===== config.mk =====
export PLATFORM = sky130hd
export DESIGN_NAME = serial_adder
export DESIGN_NICKNAME = d
export VERILOG_FILES = /design/src/rtl/serial_adder.sv
export SDC_FILE = /design/constraint.sdc
export NUM_CORES = 1
export LEC_CHECK = 0
export CELL_PAD_IN_SITES_DETAIL_PLACEMENT = 0
export CELL_PAD_IN_SITES_GLOBAL_PLACEMENT = 1
export CORE_UTILIZATION = 41
export CTS_CLUSTER_DIAMETER = 40
export DETAILED_ROUTE_END_ITERATION = 8
export GPL_TIMING_DRIVEN = 1
export PLACE_DENSITY_LB_ADDON = 0.1
export SKIP_CTS_REPAIR_TIMING = 1
export SYNTH_ARGS = -nofsm -noshare
export SYNTH_HDL_FRONTEND = slang
export SYNTH_SLANG_ARGS = --single-unit

===== constraint.sdc =====
create_clock -name clk -period 2.9 [get_ports clk]
set_input_delay 0.58 -clock clk [delete_from_list [all_inputs] [get_ports clk]]
set_output_delay 0.58 -clock clk [all_outputs]
set_load 0.01 [all_outputs]

===== src/rtl/serial_adder.sv =====
// Bit-serial adder/subtractor: one full-adder cell plus a carry flop, LSB first over WIDTH cycles.
// Define SERIAL_ADDER_SUB_EN to build subtract mode; otherwise `sub` is ignored and the unit is add-only.
module serial_adder #(
  parameter int WIDTH = 8
) (
  input  logic             clk,
  input  logic             rst_n,
  input  logic             start,
  input  logic [WIDTH-1:0] a,
  input  logic [WIDTH-1:0] b,
  input  logic             cin,
  input  logic             sub,
  output logic [WIDTH-1:0] sum,
  output logic             cout,
  output logic             ovf,
  output logic             busy,
  output logic             done
);

  localparam int CW = $clog2(WIDTH);

  typedef enum logic [1:0] {IDLE, SHIFT, DONE} state_t;

  state_t           state_q;
  logic [CW-1:0]    cnt_q;
  logic             carry_q;
  logic [WIDTH-1:0] a_q;
  logic [WIDTH-1:0] b_q;
  logic [WIDTH-1:0] sh_q;
  logic [WIDTH-1:0] sum_q;
  logic             cout_q;
  logic             ovf_q;
  logic             busy_q;
  logic             done_q;

  logic             b_bit_d;
  logic             s_bit_d;
  logic             carry_d;
  logic             carry_init_d;

`ifdef SERIAL_ADDER_SUB_EN
  logic             sub_q;

  always_comb begin
    b_bit_d      = b_q[0] ^ sub_q;
    carry_init_d = sub ? 1'b1 : cin;
  end
`else
  logic             unused_sub;

  assign unused_sub = sub;

  always_comb begin
    b_bit_d      = b_q[0];
    carry_init_d = cin;
  end
`endif

  always_comb begin
    s_bit_d = a_q[0] ^ b_bit_d ^ carry_q;
    carry_d = (a_q[0] & b_bit_d) | (carry_q & (a_q[0] ^ b_bit_d));
  end

  // Operand and partial-sum registers are not reset; they are reloaded on every accepted start.
  always_ff @(posedge clk) begin
    if (!rst_n) begin
      state_q <= IDLE;
      cnt_q   <= '0;
      carry_q <= 1'b0;
      sum_q   <= '0;
      cout_q  <= 1'b0;
      ovf_q   <= 1'b0;
      busy_q  <= 1'b0;
      done_q  <= 1'b0;
    end else begin
      done_q <= 1'b0;
      case (state_q)
        IDLE, DONE: begin
          if (start) begin
            a_q     <= a;
            b_q     <= b;
`ifdef SERIAL_ADDER_SUB_EN
            sub_q   <= sub;
`endif
            carry_q <= carry_init_d;
            cnt_q   <= '0;
            busy_q  <= 1'b1;
            state_q <= SHIFT;
          end else begin
            state_q <= IDLE;
          end
        end
        SHIFT: begin
          a_q     <= a_q >> 1;
          b_q     <= b_q >> 1;
          sh_q    <= {s_bit_d, sh_q[WIDTH-1:1]};
          carry_q <= carry_d;
          cnt_q   <= cnt_q + CW'(1);
          // On the last bit carry_q is the carry into the MSB.
          if (cnt_q == CW'(WIDTH - 1)) begin
            sum_q   <= {s_bit_d, sh_q[WIDTH-1:1]};
            cout_q  <= carry_d;
            ovf_q   <= carry_q ^ carry_d;
            busy_q  <= 1'b0;
            done_q  <= 1'b1;
            state_q <= DONE;
          end
        end
        default: state_q <= IDLE;
      endcase
    end
  end

  assign sum  = sum_q;
  assign cout = cout_q;
  assign ovf  = ovf_q;
  assign busy = busy_q;
  assign done = done_q;

endmodule


==> flow_summary_export.csv <==
group,metric,value,unit
sta,worst_pin_slew,0.761,ns
sta,finalSetupViolCount,0,
global_route,grt_pass1_wl,4280,um
finish,drive_gt1_frac,0.0645,
finish,final_common_cell,"nand2_1",
floorplan,core-area,0.00372,mm^2
setup_path,crit_buf_inv,1,
drt,detail_route.wl_per_cell,11.3,um
logic_synthesis,synth.distinct_cells,21,
setup_path,setup.worst_path.end_class,"primary output",
setup_path,crit_path_top_delay_cell,"clkdlybuf4s50_1",
floorplan,die_y,64.9,um
setup_path,arrival,1.18,ns
logic_synthesis,synth_fp_nets,178,
logic_synthesis,ys_seq_area_frac,0.649,
power,power_switching,0.000259,W
drt,viasPerCell,4.83,
logic_synthesis,syn_inst,154,
floorplan,start_util,0.436,
drt,firstDrtPassIters,4,
sta,hold_viol_final,0,
drt,vias,1130,
clocking,numCtsBuffers,5,
clocking,insertion_delay,0.29,ns
clocking,path_clk_slew,0.08,ns
setup_path,crit_required,2.32,ns
finish,fin_util,0.551,
placed_design,hpwl,1760,um
flow_run,maxCapViolations,0,
logic_synthesis,yosysTopAreaCellShare,0.426,
logic_synthesis,ys_seq_elements,41,
clocking,clock_path_buffers,2,
setup_path,cp_top_family,"buffers and inverters",
setup_path,critPathLaunchType,"flop",
power,vdd_drop_max,292,uV
global_route,antenna_found_initial,0,
floorplan,ios,33,
floorplan,num_rows,22,
global_route,grt_pass1_vias,987,
finish,final_cell_mix,"nand2_1 (52), clkdlybuf4s50_1 (31), edfxtp_1 (23), dfxtp_1 (18), nand3_1 (16)",
drt,drc_errors,0,
power,power.clock.fraction,0.322,
power,p_seq_frac,0.586,
power,p_leak,0.802,nW
sta,maxSlewViolCount,0,
logic_synthesis,synth_area,0.00162,mm^2
power,internal_power,0.000863,W
power,swShare,0.231,
logic_synthesis,synth_area_per_cell,10.5,um^2
drt,detail-route-antenna-nets,0,
floorplan,dieArea,0.00421,mm^2
finish,syn2layout_area_growth,26.3,%
clocking,h-tree-depth,2,
finish,fillers,334,
placed_design,routabilityCongestion,0.739,
global_route,track_usage,0.138,
setup_path,crit_path_max_incr_delay,0.54,ns
logic_synthesis,yosysWarnings,0,
setup_path,crit_type,"reg2out",
power,power_density,549,mW/mm^2
clocking,cts_sinks,41,
drt,wirelength,2640,um
global_route,grt-ovfl-total,0,
sta,finalCritPeriodShare,0.606,
run_status,run_status,"finished clean",
sta,tns,0,ns
clocking,cts_tree,"yes",
power,power_frac_comb,0.092,
finish,nets,209,
placed_design,port_buffers,31,
drt,drt_first_iter_violations,42,
setup_path,crit_chain,"clkdlybuf4s50_1",
clocking,root_buffer,"clkbuf_8",
finish,n_antenna_cell,0,
min_path,hold_path.class,"reg2reg",
sta,final.setup_skew,0.00468,ns
floorplan,die_x,64.9,um
sta,rsz0062_at_grt,"false",
setup_path,crit_fanout,2,
sta,clock.fmax,569,MHz
sta,slew_headroom,0.493,
global_route,grt_max_degree,23,
sta,period_needed,1.76,ns
logic_synthesis,synth_top_cell_by_area,"edfxtp_1",
logic_synthesis,synth.area.top_cells,"edfxtp_1 (43%), dfxtp_1 (22%), nand2_1 (12%)",
[cell usage after synthesis, drive strengths merged]
cell type,number
nand2b,1
nand3,16
and3,2
o21a,3
o21ai,12
xnor2,1
ha,2
o211ai,1
buf,11
nor2,3
edfxtp,23
and2,3
nor3b,1
o211a,1
dfxtp,18
fa,1
nor2b,1
nand2,52
and3b,1
and2b,1
[logic make-up after synthesis]
logic type | share of synthesized area
AND/OR/NAND/NOR | 0.219
AO/OA/AOI/OAI | 0.0618
XOR/XNOR | 0.00541
buffers and inverters | 0.0378
adder cells (fa/ha/maj) | 0.0278
flip-flops | 0.649
[power by group through the flow]
stage / Clock (W) / Sequential (W) / Combinational, W
floorplan: 0 / 0.000669 / 0.0000631
global route: 0.000400 / 0.000661 / 0.000118
detailed placement: 0 / 0.000671 / 0.000106
finish: 0.000361 / 0.000657 / 0.000104
CTS: 0.000375 / 0.000658 / 0.000107
global placement: 0 / 0.000670 / 0.000104
[flip-flops by register name, summed over array words and instances (netlist names)]
register  cells
done          1
b_q           8
ovf           1
cnt_q         3
busy          1
state_q       2
sh_q          7
carry_q       1
a_q           8
sum           8
cout          1
[layout make-up]
type	instances	area [um^2]	area share
Clock buffer	5	68.8	0.0336
Clock inverter	3	17.5	0.00856
Multi-Input combinational cell	102	508	0.248
Sequential cell	41	1050	0.514
Tap cell	48	60.1	0.0294
Timing Repair Buffer	35	340	0.166
[final timing paths]
check,start,to,slack [ns],cells past startpoint
worst max register to register,state_q[1],b_q[5],1.19,3
worst min register to register,sum[1],sum[1],0.45,2
worst max-delay path,sum[7],sum[7],1.14,1
worst min-delay path,sum[1],sum[1],0.45,2
[layer usage]
| layer | track usage | vias to the layer above | share of wire |
|---|---|---|---|
| met2 | 0.211 | 26 | 0.43 |
| met1 | 0.172 | 516 | 0.50 |
| li1 | - | 582 | - |
| met5 | 0 | - | 0 |
| met3 | 0.0475 | 6 | 0.053 |
| met4 | 0.0667 | 0 | 0.019 |
[through the flow]
step | area (um^2) | power [W] | std cells | hold slack [ns] | setup WS (ns)
6_report | 2050 | 0.00112 | 234 | 0.449 | 1.14
5_1_grt | 2050 | 0.00118 | 234 | 0.473 | 1.04
4_1_cts | 2050 | 0.00114 | 234 | 0.456 | 1.13
3_5_place_dp | 1960 | 0.000777 | 226 | 0.436 | 0.917
3_3_place_gp | 1960 | 0.000773 | 226 | 0.434 | 0.930
2_1_floorplan | 1620 | 0.000732 | 154 | 0.426 | 1.20
Power figures use the tool's default switching activity.
